$ cat src/rtl/food_pkg.sv
// food_pkg: shared constants and types for the food manager
package food_pkg;
   localparam logic [15:0] LFSR_POLY = 16'hB400;
   localparam int XW_DEF = 6;
   localparam int YW_DEF = 5;
   typedef enum logic [1:0] {IDLE, CHECK, SPAWN} state_t;
endpackage

$ cat src/rtl/lfsr16.sv
// lfsr16: free-running 16-bit Galois LFSR for food placement
module lfsr16
   import food_pkg::*;
#(
   parameter logic [15:0] SEED = 16'hACE1
) (
   input  logic        clk,
   input  logic        rst,
   output logic [15:0] q
);
   // one Galois step per clock; a nonzero seed keeps the state nonzero forever
   always_ff @(posedge clk or negedge rst)
      if (!rst) q <= SEED;
      else q <= q[0] ? (q >> 1) ^ LFSR_POLY : q >> 1;
endmodule

$ cat src/rtl/food_manager.sv
// food_manager: food slots, head collision, scoring and respawn for the snake game
module food_manager
   import food_pkg::*;
#(
   parameter int GRID_W = 40,
   parameter int GRID_H = 30,
   parameter int XW = XW_DEF,
   parameter int YW = YW_DEF,
   parameter int N_FOOD = 2,
   parameter int TICK_DIV = 250000,
   parameter int SCORE_W = 8,
   parameter logic [15:0] LFSR_SEED = 16'hACE1,
   parameter int INIT_X = 24,
   parameter int INIT_Y = 10
) (
   input  logic                 clk,
   input  logic                 rst,
   input  logic                 enable,
   input  logic [XW-1:0]        headx,
   input  logic [YW-1:0]        heady,
   output logic [N_FOOD*XW-1:0] food_x,
   output logic [N_FOOD*YW-1:0] food_y,
   output logic [N_FOOD-1:0]    food_valid,
   output logic                 add,
   output logic [SCORE_W-1:0]   score,
   output logic                 busy
);
   localparam int TW = TICK_DIV > 1 ? $clog2(TICK_DIV) : 1;
   logic [TW-1:0] cnt;
   logic tick, legal, unused_lf;
   logic [15:0] lf;
   logic [XW-1:0] cx, hx;
   logic [YW-1:0] cy, hy;
   logic [N_FOOD-1:0][XW-1:0] fx;
   logic [N_FOOD-1:0][YW-1:0] fy;
   logic [N_FOOD-1:0] hit, occ, sel;
   state_t state;

   lfsr16 #(.SEED(LFSR_SEED)) u_lfsr (.clk(clk), .rst(rst), .q(lf));

   assign unused_lf = ^lf;
   assign cx = lf[XW-1:0];
   assign cy = lf[XW+YW-1:XW];
   assign tick = enable && cnt == TW'(TICK_DIV - 1);
   assign food_x = fx;
   assign food_y = fy;
   assign busy = state != IDLE;

   // per-slot compare of the latched head and of the spawn candidate, plus candidate legality
   always_comb begin
      for (int i = 0; i < N_FOOD; i++) begin
         hit[i] = food_valid[i] && fx[i] == hx && fy[i] == hy;
         occ[i] = food_valid[i] && fx[i] == cx && fy[i] == cy;
      end
      legal = cx >= XW'(1) && cx <= XW'(GRID_W - 2) && cy >= YW'(1) && cy <= YW'(GRID_H - 2)
              && !(cx == hx && cy == hy) && occ == '0;
   end

   // game tick divider, frozen while the game is paused
   always_ff @(posedge clk or negedge rst)
      if (!rst) cnt <= '0;
      else if (enable) cnt <= tick ? '0 : cnt + 1'b1;

   // sample head on tick, check all slots at once, then respawn the eaten slot
   always_ff @(posedge clk or negedge rst)
      if (!rst) begin
         state <= IDLE;
         hx <= '0;
         hy <= '0;
         sel <= '0;
         add <= 1'b0;
         score <= '0;
         food_valid <= '1;
         for (int i = 0; i < N_FOOD; i++) begin
            fx[i] <= XW'(INIT_X + 2 * i);
            fy[i] <= YW'(INIT_Y);
         end
      end else begin
         add <= 1'b0;
         if (enable)
            case (state)
               IDLE: if (tick) begin
                  hx <= headx;
                  hy <= heady;
                  state <= CHECK;
               end
               CHECK: if (hit != '0) begin
                  sel <= hit;
                  food_valid <= food_valid & ~hit;
                  add <= 1'b1;
                  score <= score == '1 ? score : score + 1'b1;
                  state <= SPAWN;
               end else state <= IDLE;
               SPAWN: if (legal) begin
                  for (int i = 0; i < N_FOOD; i++)
                     if (sel[i]) begin
                        fx[i] <= cx;
                        fy[i] <= cy;
                     end
                  food_valid <= food_valid | sel;
                  state <= IDLE;
               end
               default: state <= IDLE;
            endcase
      end
endmodule

$ cat config.mk
export PLATFORM = sky130hd
export DESIGN_NAME = food_manager
export DESIGN_NICKNAME = d
export VERILOG_FILES = /design/src/rtl/food_pkg.sv /design/src/rtl/lfsr16.sv /design/src/rtl/food_manager.sv
export SDC_FILE = /design/constraint.sdc
export NUM_CORES = 1
export LEC_CHECK = 0
export BUFFER_PORTS_ARGS = -buffer_cell sky130_fd_sc_hd__buf_2
export CAP_MARGIN = 10
export CORE_MARGIN = 8
export CORE_UTILIZATION = 42
export DETAILED_ROUTE_END_ITERATION = 10
export PLACE_DENSITY = 0.59
export SKIP_LAST_GASP = 1
export SYNTH_ARGS = -nofsm -noshare
export SYNTH_HDL_FRONTEND = slang
export SYNTH_SLANG_ARGS = --single-unit
$ cat constraint.sdc
create_clock -name clk -period 5.6 [get_ports clk]
set_clock_uncertainty 0.05 [all_clocks]
set_input_delay 0.56 -clock clk [delete_from_list [all_inputs] [get_ports clk]]
set_output_delay 0.56 -clock clk [all_outputs]
set_load 0.01 [all_outputs]
== After elaboration in Yosys (flattened, before gate mapping) ==
Index checks and enable logic that the tools add are counted.
Cells by class
  $add $sub $neg: 2
  magnitude comparators: 4
  eq/ne operators: 17
  multiplexer cells: 12
  bitwise logic cells: 5
  reduce and logical (&&, ||, !) cells: 28
Operator list (count)
  $eq A6 B6 Y1: 5
  $eq A5 B5 Y1: 5
  $add A18 B1 Y18 const B: 1
  $eq A18 B18 Y1 const B: 1
  $mux W18: 1
  $mux W16: 1
  $reduce_and A4 Y1: 4
  $logic_and A1 B1 Y1: 15
  $mux W2: 5
  $reduce_and A3 Y1: 3
  $add A8 B1 Y8 const B: 1
  $eq A8 B8 Y1 const B: 1
  $ge A6 B1 Y1 const B: 1
  $le A6 B6 Y1 const B: 1
  $ne A2 B2 Y1 const B: 3
  $pmux W2 S3: 1
  $reduce_bool A2 Y1: 3
  $ge A5 B1 Y1 const B: 1
  $le A5 B5 Y1 const B: 1
  $logic_not A2 Y1: 2
  $not A3 Y4: 1
  $pmux W2 S2: 1
  $mux W1: 3
  $and A2 B2 Y2: 1
  6 further kinds: 6
Word-level totals
  flip-flop bits (word level): 82
  input bits: 14
  output and inout port bits: 34
  word-level logic and storage cells: 81

== Depth between registers and ports, before layout ==
  word-level depth: 8
  mapped depth: 8

== By module ==
From an unflattened synthesis, not the netlist that was laid out.
Second synthesis, totals
  cells, all modules: 332
  area total of the unflattened synthesis: 4036.4 µm²
By module, submodules not included
  food_manager: instances 1, cells an instance 313, area each 3599.7 µm²
  lfsr16: instances 1, cells an instance 19, area each 436.7 µm²

== Worst setup path before layout ==
OpenSTA, ideal clock, no wires.
  kind: reg2reg
  start: register u_lfsr.q[0]
  end: register fx, in the netlist food_x[0]
  arrival: 1989 ps
  data required time: 5425 ps
  slack: 3435 ps
  cell stages (with the launch flop): 9
  path buffers: 2
  cells stage by stage: dfstp_2 buf_4 nor4_1 nand2_1 nand4_1 a2111oi_4 nand4_2 buf_6 mux2_4
On the way
  cells in the longest elaborated chain, start to end: 7
  elaborated cells on any way between the ends: 18
  those cells by class: 2 x order compare; 3 x eq/ne; 13 x reduce/logical
Ends and longest elaborated chain
  start, declared: RTL line lfsr16.sv:9  | output logic [15:0] q
  start signal, assigned: RTL line lfsr16.sv:14  | else q <= q[0] ? (q >> 1) ^ LFSR_POLY : q >> 1;
  $ge A6 B1 Y1 / $le A6 B6 Y1 (equally long branches): RTL line food_manager.sv:55  | legal = cx >= XW'(1) && cx <= XW'(GRID_W - 2) && cy >= YW'(1) && cy <= YW'(GRID_H - 2)
  $logic_and A1 B1 Y1 (3 in a row): RTL line food_manager.sv:55
  $logic_and A1 B1 Y1 (2 in a row): RTL line food_manager.sv:56  | && !(cx == hx && cy == hy) && occ == '0;
  $reduce_and A4 Y1 (no line)
  end signal, assigned by index: RTL line food_manager.sv:75  | fx[i] <= XW'(INIT_X + 2 * i);
  end, declared: RTL line food_manager.sv:34  | logic [N_FOOD-1:0][XW-1:0] fx;
Parallel ways exist; a longest one is shown, timed or not.
A chain may end at the register's enable or synchronous reset.

== Worst setup path in the final report ==
  start: register u_lfsr.q[0]
  end: register fx, in the netlist food_x[1]
On the way
  cells in the longest elaborated chain, start to end: 7
  elaborated cells on any way between the ends: 18
  those cells by class: 2 x order compare; 3 x eq/ne; 13 x reduce/logical
Ends and longest elaborated chain (RTL line)
  $ge A6 B1 Y1 / $le A6 B6 Y1 (equally long branches): food_manager.sv:55
  $logic_and A1 B1 Y1 (3 in a row): food_manager.sv:55
  $logic_and A1 B1 Y1: food_manager.sv:56
  $logic_and A1 B1 Y1 *: food_manager.sv:56
  $reduce_and A4 Y1 (no line) *
Mark *: on every way between the ends. The rest lies on a longest branch, timed or not.

==> impl_metrics.csv <==
group,metric,value,unit
worst_setup_path,endpoint_kind,"register",
cells_and_area,final_common_cell,"xnor2_1",
clock_network,clkSinkCount,82,
synthesis,synth_flop_cell,"dfrtp_1",
pwr,intPower,0.0008594,W
clock_network,worstSkewPairLatency,360,ps
pwr,p_sw_share,24.22,%
outcome,status,"completed",
pwr,cellPowerDensity,249.2,mW/mm^2
routing,dr.pass1.iters,4,
cells_and_area,finalInstanceArea,0.004552,mm^2
clock_network,cts_tree,"built",
routing,wl,8862,um
clock_network,post_cts_resized,0,
sta,worst_pin_slew,1041,ps
sta,setup_tns,0,ps
worst_setup_path,reg2reg_to,"food_x[1]",
sta,slew_violations,0,
place,gp_congestion,0.8158,
sta,period_minus_slack,2686,ps
worst_setup_path,r2r_slack,2910,ps
global_route,grt_pass1_wl,14660,um
synthesis,ys_async_sr_fraction,100.0,%
global_route,antenna_found_initial,0,
worst_setup_path,rr_worst_depth,6,
clock_network,cts_setup_buffers,0,
global_route,track_usage,14.73,%
worst_setup_path,timing.rr.start,"u_lfsr.q[0]",
sta,rsz0062_at_grt,"no",
pwr,leakagePower,2.181,nW
routing,drc,0,
worst_setup_path,cp_max_fo,12,
pwr,pwr-share-seq,56.6,%
place,preCtsSetupSlack,2905,ps
worst_setup_path,worstPathRequired,5790,ps
sta,final_hold_viol_count,0,
synthesis,synthDistinctLibCells,39,
cells_and_area,area_growth_syn_to_layout,12.42,%
clock_network,ctsRootBufferMaster,"clkbuf_8",
synthesis,syn_nets,354,
place,hpwl,6202,um
sta,finalCritPeriodShare,47.96,%
pwr,p_comb_share,5.1,%
global_route,grt_max_degree,83,
synthesis,syn_inst,338,
floorplanning,core,0.009549,mm^2
worst_hold_path,min_path_type,"in -> async",
global_route,overflow,0,
place,dpl_cell_area,0.004348,mm^2
clock_network,clk_path_buf_depth,2,
sta,max_clock_freq,372.3,MHz
routing,num_vias,2640,
routing,vias_per_cell,5.097,
sta,relSlewSlack,30.57,%
clock_network,ctsHtreeMaxLevel,3,
synthesis,synth-edff-count,0,
pwr,pwr-share-clk,38.4,%
synthesis,synth.ff_latch_count,82,
cells_and_area,fill_cells,876,
pwr,ir_worst_vdd,99.62,uV
worst_setup_path,worstPathArrival,2880,ps
place,numPortBuffers,47,
routing,drtIter0Drc,105,
run,maxCapViolCount,0,
floorplanning,die_width,114.2,um
cells_and_area,final_cell_mix,"68 x xnor2_1, 63 x dfrtp_1, 46 x buf_2",
synthesis,syn_avg_cell_area,11.98,um^2
synthesis,synth.cell_area,0.004049,mm^2
routing,final_antenna_net_count,0,
routing,wl_per_cell,17.11,um
floorplanning,rows,36,
floorplanning,io_pins,48,
pwr,p_total,0.001134,W
sta,holdWs,288.2,ps
synthesis,ys_seq_area_share,51.27,%
floorplanning,fp.dieH,114.2,um
floorplanning,fp.dieArea,0.01304,mm^2
global_route,grt_pass1_vias,2741,
cells_and_area,drive_gt1_share,31.95,%
clock_network,hold_buffers,0,
pwr,switchingPower,0.0002747,W
sta,finalWorstSetupSlack,2914,ps
floorplanning,initial_utilization,42.40,%
clock_network,clk_transition_reported_paths,80,ps
cells_and_area,final_nets,396,
clock_network,numCtsBuffers,9,
worst_setup_path,crit_type,"reg -> reg",
worst_setup_path,cp-start-kind,"register",
sta,setup_viol,0,
cells_and_area,diodes,0,
synthesis,ys_warn_count,0,
## state kept, by name (all words and copies together) (netlist names)
signal,count
state,2
hx,6
food_valid,2
food_y,10
food_x,12
sel,2
cnt,18
hy,5
add,1
score,8
u_lfsr.q,16
## cell usage after synthesis (all sizes together) (2+ instances only)
library cell | number | share of area (%)
and2 | 2 | 0.31
dfrtp | 63 | 39
and3 | 4 | 0.62
a21oi | 2 | 0.25
nor3 | 7 | 0.87
xnor2 | 68 | 15
nor4 | 5 | 0.77
inv | 8 | 0.74
o21ai | 7 | 0.87
xor2 | 9 | 1.9
dfstp | 19 | 12
nand3 | 9 | 1.1
ha | 2 | 0.62
nand4 | 24 | 4.0
and4 | 3 | 0.65
buf | 15 | 2.6
nor2 | 13 | 1.2
clkbuf | 2 | 0.19
nand2 | 26 | 2.4
mux2 | 35 | 11
## metal layers
layer	routed length, um	vias up	GRT usage, %
met1	4125	1329	18.21
li1	-	1233	-
met3	431	19	4.694
met5	0	-	0
met4	239	0	6.744
met2	4065	59	22.95
## kinds of logic (layout without fill, tap and decap cells)
group	count (synthesis)	in the layout	share of synthesized area, %
xor+xnor	77	77	16.66
simple gates	102	102	13.66
flops	82	82	51.27
buf+inv	25	72	3.523
compound gates	14	14	2.627
mux	36	36	11.65
fa+ha+maj	2	2	0.6179
## worst max-delay path by stage
stage / to / cells past startpoint / slack (ps) / start
5_1_grt: food_x[1] / 6 / 2770 / u_lfsr.q[0]
3_5_place_dp: food_x[1] / 6 / 2900 / u_lfsr.q[0]
4_1_cts: food_x[1] / 6 / 2890 / u_lfsr.q[0]
6_report: food_x[1] / 6 / 2910 / u_lfsr.q[0]
3_3_place_gp: food_x[1] / 6 / 2970 / u_lfsr.q[0]
2_1_floorplan: food_x[0] / 8 / 3440 / u_lfsr.q[0]
## power groups by stage
stage	combinational [W]	sequential [W]	clock [W]
2_1_floorplan	0.0000370	0.000646	0
3_3_place_gp	0.0000565	0.000652	0
3_5_place_dp	0.0000600	0.000651	0
4_1_cts	0.0000592	0.000641	0.000454
5_1_grt	0.0000681	0.000646	0.000481
6_report	0.0000576	0.000641	0.000435
## per-stage QoR
| step | util (%) | std cells |
|---|---|---|
| floorplan | - | 338 |
| global placement | 45.53 | 502 |
| detailed placement | 45.53 | 502 |
| CTS | 47.67 | 518 |
| global route | 47.67 | 518 |
| finish | 47.67 | 518 |
## layout make-up
| cell class | instances | area (um^2) | share of cell area, % |
|---|---|---|---|
| clock buffer | 10 | 137.6 | 3.024 |
| clock inverter | 6 | 66.31 | 1.457 |
| inverter | 8 | 30.03 | 0.6597 |
| multi-input combinational | 231 | 1831 | 40.21 |
| sequential | 82 | 2076 | 45.60 |
| tap | 133 | 166.4 | 3.656 |
| timing repair buffer | 48 | 245.2 | 5.388 |
## worst max-delay path, cell delays in order (launching register included)
cell	delay, ps
dfstp_2	690
nor4_1	100
nand2_1	70
nand4_1	140
a2111oi_4	440
nand4_2	580
mux2_4	490
Power figures use the tool's default switching activity.
